**src/rtl/imm_pkg.sv**
```systemverilog
// Shared definitions for the immediate extender: mode encodings, default widths
// and the combine FSM state type.
package imm_pkg;

  localparam int unsigned IMM_IN_W = 12;
  localparam int unsigned DATA_W   = 16;

  localparam logic [1:0] IMM_ZERO = 2'b00;
  localparam logic [1:0] IMM_SIGN = 2'b01;
  localparam logic [1:0] IMM_HI   = 2'b10;
  localparam logic [1:0] IMM_LO   = 2'b11;

  typedef enum logic [0:0] {
    StIdle,
    StHeld
  } comb_state_e;

  // Every mode except HI yields an output word.
  function automatic logic imm_produces_result(input logic [1:0] mode);
    return mode != IMM_HI;
  endfunction

endpackage

```
**src/rtl/imm_ext_comb.sv**
```systemverilog
// Combinational extension mux: zero-extend, sign-extend, or splice the held
// upper bits above the incoming LO field.
module imm_ext_comb
  import imm_pkg::*;
#(
  parameter int unsigned IN_W  = IMM_IN_W,
  parameter int unsigned OUT_W = DATA_W
) (
  input  logic [IN_W-1:0]       a_i,
  input  logic [1:0]            mode_i,
  input  logic [OUT_W-IN_W-1:0] hi_i,
  output logic [OUT_W-1:0]      r_o
);

  localparam int unsigned HiW = OUT_W - IN_W;

  always_comb begin
    r_o = '0;
    unique case (mode_i)
      IMM_ZERO: r_o = {{HiW{1'b0}}, a_i};
      IMM_SIGN: r_o = {{HiW{a_i[IN_W-1]}}, a_i};
      IMM_LO:   r_o = {hi_i, a_i};
      default:  r_o = '0;
    endcase
  end

endmodule

```
**src/rtl/imm_extend_unit.sv**
```systemverilog
// Registered immediate extender with valid/ready handshake on both sides and a
// HI/LO combine path that assembles a full-width word from two beats.
module imm_extend_unit
  import imm_pkg::*;
#(
  parameter int unsigned IN_W  = IMM_IN_W,
  parameter int unsigned OUT_W = DATA_W
) (
  input  logic             CLK,
  input  logic             Reset,
  input  logic             in_valid,
  output logic             in_ready,
  input  logic [IN_W-1:0]  A,
  input  logic [1:0]       mode,
  output logic             out_valid,
  input  logic             out_ready,
  output logic [OUT_W-1:0] R,
  output logic             hi_miss,
  output logic             hi_held
);

  localparam int unsigned HiW = OUT_W - IN_W;

  comb_state_e      state_q, state_d;
  logic [HiW-1:0]   hi_reg_q, hi_reg_d;
  logic [OUT_W-1:0] r_q, r_d, ext_r;
  logic             hi_miss_q, hi_miss_d;
  logic             out_valid_q, out_valid_d;
  logic             accept, emit;

  // Single output register: a drain and a refill may share one cycle.
  assign in_ready = !out_valid_q || out_ready;
  assign accept   = in_valid && in_ready;
  assign emit     = accept && imm_produces_result(mode);

  imm_ext_comb #(
    .IN_W  (IN_W),
    .OUT_W (OUT_W)
  ) u_ext (
    .a_i    (A),
    .mode_i (mode),
    .hi_i   (hi_reg_q),
    .r_o    (ext_r)
  );

  // Combine FSM; hi_reg is cleared whenever the FSM leaves Held via LO.
  always_comb begin
    state_d  = state_q;
    hi_reg_d = hi_reg_q;
    if (accept) begin
      unique case (mode)
        IMM_HI: begin
          state_d  = StHeld;
          hi_reg_d = A[HiW-1:0];
        end
        IMM_LO: begin
          state_d  = StIdle;
          hi_reg_d = '0;
        end
        default: ;
      endcase
    end
  end

  always_comb begin
    r_d         = r_q;
    hi_miss_d   = hi_miss_q;
    out_valid_d = emit || (out_valid_q && !out_ready);
    if (emit) begin
      r_d       = ext_r;
      hi_miss_d = (mode == IMM_LO) && (state_q == StIdle);
    end
  end

  always_ff @(posedge CLK) begin
    if (Reset) begin
      state_q     <= StIdle;
      hi_reg_q    <= '0;
      r_q         <= '0;
      hi_miss_q   <= 1'b0;
      out_valid_q <= 1'b0;
    end else begin
      state_q     <= state_d;
      hi_reg_q    <= hi_reg_d;
      r_q         <= r_d;
      hi_miss_q   <= hi_miss_d;
      out_valid_q <= out_valid_d;
    end
  end

  assign out_valid = out_valid_q;
  assign R         = r_q;
  assign hi_miss   = hi_miss_q;
  assign hi_held   = (state_q == StHeld);

endmodule
```
**config.mk**
```make
export PLATFORM = sky130hd
export DESIGN_NAME = imm_extend_unit
export DESIGN_NICKNAME = d
export VERILOG_FILES = /design/src/rtl/imm_pkg.sv /design/src/rtl/imm_ext_comb.sv /design/src/rtl/imm_extend_unit.sv
export SDC_FILE = /design/constraint.sdc
export NUM_CORES = 1
export LEC_CHECK = 0
export BUFFER_PORTS_ARGS = -buffer_cell sky130_fd_sc_hd__buf_2
export CAP_MARGIN = 20
export CELL_PAD_IN_SITES_DETAIL_PLACEMENT = 1
export CELL_PAD_IN_SITES_GLOBAL_PLACEMENT = 1
export CORE_MARGIN = 3
export CORE_UTILIZATION = 36
export CTS_CLUSTER_DIAMETER = 200
export DETAILED_ROUTE_END_ITERATION = 10
export GPL_TIMING_DRIVEN = 0
export PLACE_DENSITY = 0.78
export SETUP_SLACK_MARGIN = 0.4
export SLEW_MARGIN = 10
export SYNTH_ARGS = -nofsm -noshare
export SYNTH_HDL_FRONTEND = slang
export SYNTH_SLANG_ARGS = --single-unit
export TNS_END_PERCENT = 30
```
**constraint.sdc**
```tcl
create_clock -name CLK -period 1.45 [get_ports CLK]
set_clock_uncertainty 0.1 [all_clocks]
set_input_delay 0 -clock CLK [delete_from_list [all_inputs] [get_ports CLK]]
set_output_delay 0 -clock CLK [all_outputs]
set_load 0.01 [all_outputs]
```
-- Word-level counts from Yosys, hierarchy flattened
Index checks and enable logic that the tools add are counted.
- bits of input ports: 18
- bits in registers: 23
- output and inout port bits: 20
- latch bits: 0
- memories: 0
- memory bits (writable): 0
- memory bits (read-only): 0
- multiplexer cells: 3
- shifts and indexed selects: 0
- reductions and logical operators: 11
- add/subtract/negate cells: 0
- multiply operators: 0
- bitwise logic cells: 1
- equality and inequality tests: 4
- magnitude comparators: 0
- divide/modulo/power cells: 0
- operators with widths (operator ; number):
    $pmux 16 s3 ; 1
    $pmux 4 s2 ; 1
    $eq 2x2->1 const B ; 2
    $logic_and 1x1->1 ; 4
    $eq 2x1->1 const B ; 1
    $logic_not 1->1 ; 2
    $logic_not 2->1 ; 1
    $logic_or 1x1->1 ; 2
    $ne 2x2->1 const B ; 1
    $pmux 1 s2 ; 1
    $reduce_and 2->1 ; 1
    $reduce_bool 2->1 ; 1
    $not 1->1 ; 1

-- Longest topological paths before layout
Gate-level depths: netlist of run 1.
- depth after elaboration: 5
- mapped depth: 5
- gate-level depth less buffers: 4

-- Hierarchy
A second synthesis of run 1 with hierarchy kept.
- cell total of the unflattened synthesis: 117
- area, all modules: 1192.4 um^2
- by module, submodules not included (module ; instances ; cells each ; sequential area each (um^2) ; area an instance (um^2)):
    imm_extend_unit ; 1 ; 94 ; 460.4 ; 1021.0
    imm_ext_comb ; 1 ; 23 ; 0.0 ; 171.4

-- Worst setup path before layout of run 1
Ideal clock, no wire load.
- path kind: reg-to-reg
- from: reg out_valid_q, in the netlist out_valid
- to: reg r_q[12], in the netlist R[12]
- stages on the path, launching flop included: 4
- setup slack: 0.093 ns
- required time: 1.264 ns
- data arrival time: 1.171 ns
- cells stage by stage: dfxtp_1 > and2b_4 > or3_4 > a221oi_2
- cells in the longest elaborated chain, start to end: 4
- RTL lines (item ; RTL line ; source):
    start, declared ; imm_extend_unit.sv:28 ; logic out_valid_q, out_valid_d;
    start signal, assigned ; imm_extend_unit.sv:87 ; out_valid_q <= out_valid_d;
    $logic_not 1->1 ; imm_extend_unit.sv:32 ; assign in_ready = !out_valid_q || out_ready;
    $logic_or 1x1->1 ; imm_extend_unit.sv:32 ;
    $logic_and 1x1->1 ; imm_extend_unit.sv:33 ; assign accept = in_valid && in_ready;
    $logic_and 1x1->1 ; imm_extend_unit.sv:34 ; assign emit = accept && imm_produces_result(mode);
    end signal, assigned ; imm_extend_unit.sv:85 ; r_q <= r_d;
    end, declared ; imm_extend_unit.sv:26 ; logic [OUT_W-1:0] r_q, r_d, ext_r;
Every way passes these cells.
A chain may end at the register's enable or synchronous reset.

-- Worst setup path in the final report of run 1
- from: reg out_valid_q, in the netlist out_valid
- to: reg r_q[15], in the netlist R[15]
The elaborated chain is that of the path after synthesis.

==> results of run 1 <==
per-stage QoR:
| stage | instances | util |
|---|---|---|
| floorplan | 107 | - |
| global placement | 173 | 0.469 |
| detailed placement | 173 | 0.469 |
| CTS | 193 | 0.534 |
| global route | 194 | 0.537 |
| finish | 194 | 0.537 |
sequential cells by signal, summed over array words and instances, names as in the netlist:
| signal | count |
|---|---|
| R | 16 |
| hi_miss | 1 |
| out_valid | 1 |
| hi_reg_q | 4 |
| hi_held | 1 |
kinds of logic (layout without fill, tap and decap cells):
kind of cell / after synthesis / count (layout) / synth area share
AND/OR/NAND/NOR: 45 / 45 / 0.291
buffers and inverters: 14 / 70 / 0.0621
multiplexers: 16 / 16 / 0.144
AO/OA/AOI/OAI: 9 / 9 / 0.0869
flip-flops: 23 / 23 / 0.415
per-layer routing:
metal,vias to the layer above,track usage
li1,472,-
met1,436,0.180
met2,21,0.293
met3,2,0.0524
met4,0,0.0273
met5,-,0
area by class of cell:
| type | instances | area share |
|---|---|---|
| Sequential cell | 23 | 0.301 |
| Inverter | 6 | 0.0163 |
| Tap cell | 31 | 0.0253 |
| Clock inverter | 1 | 0.00327 |
| Multi-Input combinational cell | 70 | 0.382 |
| Buffer | 8 | 0.0343 |
| Clock buffer | 3 | 0.0147 |
| Timing Repair Buffer | 52 | 0.222 |
where the power goes:
group | total (mW) | internal (mW) | switching, mW
sequential | 0.690 | 0.671 | 0.0192
clock | 0.291 | 0.103 | 0.188
combinational | 0.284 | 0.152 | 0.132
total | 1.27 | 0.927 | 0.339
cell usage in the layout, fill, tap and decap left out, drive strengths merged, types with 2 or more instances in the layout:
cell type	n
a21oi	2
a221oi	4
buf	41
clkbuf	7
dfxtp	23
dlygate4sd3	15
inv	6
mux2i	16
nand2b	28
nand3	4
or3b	4
path summary, 6_finish.rpt:
check	startpoint	to	depth (start not counted)
worst max register to register	out_valid	R[15]	3
worst min register to register	R[12]	R[12]	2
worst max-delay path	out_valid	R[15]	3
worst min-delay path	out_ready	out_valid	4
repair_timing:
item,in CTS,in global routing
setup endpoints to repair,24,24
setup buffers,1,0
resized for setup,0,2
hold buffers,15,0
hold endpoints to repair,22,0
gates cloned,0,1
pin swaps,1,1
worst reg2reg max path, stage by stage (launching register included):
cell,delay [ps]
dfxtp_2,340
and2b_4,200
or3_4,380
a221oi_2,240
==> impl_metrics.toml, run 1 <==
[place]
port_buffers = 35
pre_cts_ws_ps = 71.6
place.gp.congestion = 0.685
placed_cell_area_sq_um = 1340
dp_hpwl_microns = 1950

[floorplanning]
die_width_microns = 61.5
start_util = 0.389
die_y_microns = 61.5
ioPinCount = 38
dieArea_sq_um = 3780
rows = 19
core-area_sq_um = 2850

[setup_path]
cp.required_ps = 1580
crit_path_cell_trace = "and2b_4 -> or3_4 -> a221oi_2"
critPathMaxStageDelay_ps = 380
r2r_slack_ps = 120
critPathCaptureType = "flip-flop"
slowest_stage = "or3_4"
cp-start-kind = "flip-flop"
crit_buf_inv = 0
crit_type = "reg -> reg"
worstPathArrival_ps = 1460
cp_top_family = "simple AND/OR/NAND/NOR gates"
crit_fanout = 6

[route]
top_layer_used = "met4"
ant_nets = 0
drt_wl_total_microns = 2730
routedWlPerCell_microns = 14.1
first_pass_iters = 4
route.detailed.drc = 0
met2_length_microns = 1450
vias = 931
drt_iter0_drc = 12
drt-vias-per-instance = 4.80
met1_length_microns = 1120
wl_met3_microns = 140

[cts]
cts_made_buffers = 3
cts_htree_levels = 1
clk_latency_ps = 310
clock_sinks = 23
cts-root-buf = "clkbuf_4"
tritoncts = "yes"
path_clk_slew_ps = 120
cts_buffer_depth = 2

[cells_and_area]
fin_nets = 182
fillers = 346
drive_above_1_share = 0.374
area_growth_pct = 38.1
design_area_sq_um = 1530
multi_input_area_sq_um = 586
diodes = 0
seq_area_sq_um = 462

[sta]
rsz0062_at_grt = "true"
period_needed_ps = 1330
tightest_slew_ps = 516
setup_tns_ps = 0
drv_slew = 0
max_clock_freq_ghz = 0.750
worst_slack_ps = 118
hold_violations = 0
whs_ps = 29.7
max-slew-margin-rel = 0.656
finalSetupViolations = 0
period_share = 0.919

[power_and_ir_drop]
fin_total_pwr_mw = 1.27
peakVddDrop_mv = 0.440
p_per_area_nw_per_um2 = 826
leakage_nw = 0.667

[synth]
synth.avg_cell_area_sq_um = 10.4
ys.flop_type = "dfxtp_1"
synth_edf_count = 0
synth_area_sq_um = 1110
syn_nets = 125
synth_common_cells = "nand2b_1 (28), dfxtp_1 (23), mux2i_1 (16), inv_1 (5)"
synth_largest_area_cell = "dfxtp_1"
synthTopCellsByArea = "dfxtp_1 (42%), nand2b_1 (16%), mux2i_1 (14%)"
postSynth.asyncResetShare = 0
ys_seq_elements = 23
ys_types = 25
yosysWarnings = 0
syn_inst = 107
yosysMostFrequentCell = "nand2b_1"
yosys.area.top_type_share = 0.415
seq_area_frac_synth = 0.415

[status]
status = "finished clean"

[global_route]
grt_max_degree = 14
globalRoute.totalOverflow = 0
track_usage = 0.159
antenna_found_initial = 0
grt_pass1_wl_microns = 4470
first_global_vias = 974

[flow_run]
maxCapViolations = 0

[worst_hold_path]
timing.hold.worst.class = "in -> reg"
No activity file was read; power rests on OpenSTA's default activity.
==> run 2: changes to the inputs <==
--- a/config.mk
+++ b/config.mk
@@ -5,7 +5,7 @@
 export SDC_FILE = /design/constraint.sdc
 export NUM_CORES = 1
 export LEC_CHECK = 0
-export BUFFER_PORTS_ARGS = -buffer_cell sky130_fd_sc_hd__buf_2
+export BUFFER_PORTS_ARGS = -buffer_cell sky130_fd_sc_hd__buf_4
 export CAP_MARGIN = 20
 export CELL_PAD_IN_SITES_DETAIL_PLACEMENT = 1
 export CELL_PAD_IN_SITES_GLOBAL_PLACEMENT = 1
==> run 2 against run 1 <==
Cell area up 6.6%; largest power group unchanged; largest cell class unchanged; critical endpoint unchanged; critical path depth unchanged; maximum frequency down 1.6%; critical path type unchanged; sequential power about the same; hold slack worse by 11 ps; clock power up 7%; highest routed layer unchanged; final cell count up 0.52%.
==> impl_metrics.toml, run 2 (synthesis gave the netlist of run 1 again) <==
[status]
status = "finished clean"

[sta]
drv_slew = 0
tightest_slew_ps = 527
max_clock_freq_ghz = 0.738
finalSetupViolations = 0
period_needed_ps = 1350
hold_violations = 0
rsz0062_at_grt = "true"
max-slew-margin-rel = 0.649
setup_tns_ps = 0
period_share = 0.934

[worst_hold_path]
timing.hold.worst.class = "in -> reg"
whs_path_depth = 4

[place]
placed_cell_area_sq_um = 1430
port_buffers = 35
dp_hpwl_microns = 1960
place.gp.congestion = 0.705
dp_cells = 173

[route]
route.detailed.drc = 0
drt_iter0_drc = 26
drt_wl_total_microns = 2860
routedWlPerCell_microns = 14.7
first_pass_iters = 3
drt-vias-per-instance = 5.07
vias = 988
ant_nets = 0

[cts]
cts_buffer_depth = 2
clk_latency_ps = 310
cts_htree_levels = 1
path_clk_slew_ps = 130
cts_made_buffers = 3
clock_sinks = 23
cts-root-buf = "clkbuf_4"
tritoncts = "yes"

[global_route]
track_usage = 0.167
grt_pass1_wl_microns = 4700
first_global_vias = 1036
antenna_found_initial = 0
grt_max_degree = 13
globalRoute.totalOverflow = 0

[cells_and_area]
layout_common_cells = "buf_4 (39), nand2b_1 (28), dfxtp_1 (22)"
drive_above_1_share = 0.378
mostFrequentLayoutCell = "buf_4"
design_area_sq_um = 1630
final_cells = 195
fin_nets = 183
area_growth_pct = 47.3
diodes = 0
largest_register_ffs = 16

[power_and_ir_drop]
p_per_area_nw_per_um2 = 812
leakage_nw = 0.688
fin_total_pwr_mw = 1.33
peakVddDrop_mv = 0.359

[setup_path]
cp-start-kind = "flip-flop"
rr_worst_depth = 3
cp.required_ps = 1590
critPathMaxStageDelay_ps = 380
crit_fanout = 6
slowest_stage = "or3_4"
crit_path_cell_trace = "and2b_4 -> or3_4 -> a221oi_2"
worstPathArrival_ps = 1490
crit_type = "reg -> reg"
critPathCaptureType = "flip-flop"

[floorplanning]
core-area_sq_um = 2850
die_y_microns = 61.5
start_util = 0.389
ioPinCount = 38
die_width_microns = 61.5
rows = 19
dieArea_sq_um = 3780

[flow_run]
maxCapViolations = 0
## run 2: power by group
part	switching (mW)	internal, mW	total [mW]
Sequential	0.0216	0.671	0.693
Combinational	0.136	0.186	0.323
Clock	0.203	0.108	0.310
Total	0.361	0.965	1.33
## run 2: final timing paths
kind	start	endpoint	slack, ps
hold reg to reg	hi_miss	hi_miss	380
setup reg to reg	out_valid	R[15]	100
setup / recovery	out_valid	R[15]	100
hold / removal	mode[0]	hi_miss	20
## run 2: cell type report
cell class	instances	area (sq um)
Buffer	8	52.6
Clock buffer	4	26.3
Fill cell	320	1220
Inverter	6	25.0
Multi-Input combinational cell	70	589
Sequential cell	23	462
Tap cell	31	38.8
Timing Repair Buffer	53	439
## run 2: repair_timing
| action | in CTS | in global routing |
|---|---|---|
| pin swaps | 1 | 1 |
| gates cloned | 1 | 0 |
| hold endpoints to repair | 22 | 0 |
| endpoints found under the setup margin | 24 | 24 |
| resized for setup | 1 | 2 |
| setup buffers | 1 | 1 |
| hold buffers | 15 | 0 |
## run 2: layer usage
metal,vias to the layer above,GRT usage,share of wire,wire [microns]
li1,482,-,-,-
met1,482,0.206,0.46,1310
met2,20,0.290,0.49,1400
met3,4,0.0335,0.041,116
met4,0,0.0545,0.011,32
met5,-,0,0,0
## run 2: critical path: cells and delay by family (launching register included)
family | cells | cell delay, ps
AOI/OAI and AO/OA | 1 | 260
DFF | 1 | 340
and+or+nand+nor | 2 | 580
## run 2: metrics by stage
| step | hold slack, ps | worst slack [ps] | utilization |
|---|---|---|---|
| after floorplan | 55.3 | 157 | - |
| after global placement | 171 | 147 | 0.500 |
| after detailed placement | 183 | 103 | 0.500 |
| after CTS | 19.6 | 78.9 | 0.567 |
| after global routing | 31.2 | 23.8 | 0.572 |
| final | 18.4 | 95.3 | 0.572 |
==> run 3: changes to the inputs <==
--- a/config.mk
+++ b/config.mk
@@ -14,6 +14,7 @@
 export CTS_CLUSTER_DIAMETER = 200
 export DETAILED_ROUTE_END_ITERATION = 10
 export GPL_TIMING_DRIVEN = 0
+export MAX_ROUTING_LAYER = met4
 export PLACE_DENSITY = 0.78
 export SETUP_SLACK_MARGIN = 0.4
 export SLEW_MARGIN = 10
==> run 3 against run 2 <==
Core utilization did not move; sequential share of layout area did not move; routed wire length rose by 0.10%; critical endpoint unchanged; largest cell class unchanged; largest power group unchanged; highest routed layer unchanged.
==> impl_metrics.toml, run 3 (synthesis gave the netlist of run 1 again) <==
[floorplanning]
dieArea_sq_um = 3780
die_width_microns = 61.5
ioPinCount = 38
start_util = 0.389
die_y_microns = 61.5
rows = 19
core-area_sq_um = 2850

[setup_path]
r2r_slack_ps = 90
cp-start-kind = "flip-flop"
worstPathArrival_ps = 1490
crit_fanout = 6
startpoint = "out_valid"
cp_top_family = "simple AND/OR/NAND/NOR gates"
rr_worst_depth = 3
r2r-end = "R[15]"
r2r_start = "out_valid"
crit_buf_inv = 0
cp.required_ps = 1590
crit_path_cell_trace = "and2b_4 -> or3_4 -> a221oi_2"
critPathCaptureType = "flip-flop"
slowest_stage = "or3_4"
crit_type = "reg -> reg"
critPathMaxStageDelay_ps = 380

[power_and_ir_drop]
swShare = 0.273
p_int_mw = 0.965
leakage_nw = 0.688
p_per_area_nw_per_um2 = 813
p_sw_mw = 0.362
p_comb_frac = 0.243
fin_total_pwr_mw = 1.33
power_frac_seq = 0.522
peakVddDrop_mv = 0.359
clockPowerShare = 0.235

[cts]
cts_buffer_depth = 2
clock_sinks = 23
tritoncts = "yes"
cts_htree_levels = 1
cts_made_buffers = 3
clk_latency_ps = 310
cts-root-buf = "clkbuf_4"
path_clk_slew_ps = 130

[worst_hold_path]
timing.hold.worst.class = "in -> reg"
min_from = "mode[0]"
holdPathEnd = "hi_miss"
whs_path_depth = 4

[flow_run]
maxCapViolations = 0

[global_route]
globalRoute.totalOverflow = 0
grt.busiest_layer = "met2"
grt_use_met1 = 0.210
grt_pass1_wl_microns = 4710
use_met2 = 0.290
antenna_found_initial = 0
grt_max_degree = 13
grt_util_met3 = 0.0273
first_global_vias = 1035
track_usage = 0.172

[place]
dp_hpwl_microns = 1960
port_buffers = 35
place.gp.congestion = 0.713

[sta]
rsz0062_at_grt = "true"
max-slew-margin-rel = 0.648
period_needed_ps = 1360
drv_slew = 0
tightest_slew_ps = 528
finalSetupViolations = 0
hold_violations = 0
max_clock_freq_ghz = 0.738
setup_tns_ps = 0
period_share = 0.935

[cells_and_area]
fin_nets = 183
seq_area_sq_um = 462
area_growth_pct = 47.3
layout_common_cells = "buf_4 (39), nand2b_1 (28), dfxtp_1 (22)"
diodes = 0
multi_input_area_sq_um = 589
largest_register_ffs = 16
fillers = 320
drive_above_1_share = 0.378
mostFrequentLayoutCell = "buf_4"

[route]
route.detailed.drc = 0
vias = 977
ant_nets = 0
drt_wl_total_microns = 2860
drt_iter0_drc = 25
routedWlPerCell_microns = 14.7
drt-vias-per-instance = 5.01
first_pass_iters = 2

[status]
status = "finished clean"
[run 3: cell counts in the layout (fill, tap and decap cells not counted)]
No cell type changed its count.
[run 3: area by class of cell]
type                            count  share of cell area
Buffer                              8              0.0322
Tap cell                           31              0.0238
Sequential cell                    23               0.283
Timing Repair Buffer               53               0.269
Clock buffer                        4              0.0161
Multi-Input combinational cell     70               0.361
Inverter                            6              0.0153
[run 3: repair_timing]
action,4_1_cts,5_1_grt
hold buffers,15,0
setup buffers,1,1
resized for setup,1,2
pin swaps,1,1
hold endpoints to repair,22,0
endpoints found under the setup margin,24,24
cloned,1,0
[run 3: per-layer routing]
metal / up-vias / routed length, microns
li1: 479 / -
met1: 474 / 1320
met2: 20 / 1410
met3: 4 / 98
met4: 0 / 30
met5: - / 0
[run 3: per-stage QoR]
step	instances	util	setup WS [ps]	hold slack [ps]	cell area [sq um]
floorplan	107	-	157	55.3	1120
global placement	173	0.500	147	171	1430
detailed placement	173	0.500	103	183	1430
CTS	194	0.567	78.9	19.6	1620
global route	195	0.572	23.8	31.2	1630
finish	195	0.572	94.5	18.3	1630
[run 3: worst register-to-register path, stage by stage, from the launching register on]
cell      delay [ps]
dfxtp_2          340
and2b_4          200
or3_4            380
a221oi_2         260
[run 3: power by group through the flow]
stage	logic, mW	registers, mW	clock network, mW
floorplan	0.145	0.721	0
global placement	0.273	0.704	0
detailed placement	0.278	0.707	0
CTS	0.318	0.693	0.312
global route	0.353	0.699	0.335
finish	0.323	0.693	0.312
[run 3: worst max-delay path by stage]
stage / to / slack [ps] / depth (start not counted)
global route: R[15] / 20 / 3
finish: R[15] / 90 / 3
detailed placement: R[3] / 100 / 4
floorplan: R[12] / 160 / 3
global placement: R[15] / 150 / 3
CTS: R[15] / 80 / 3
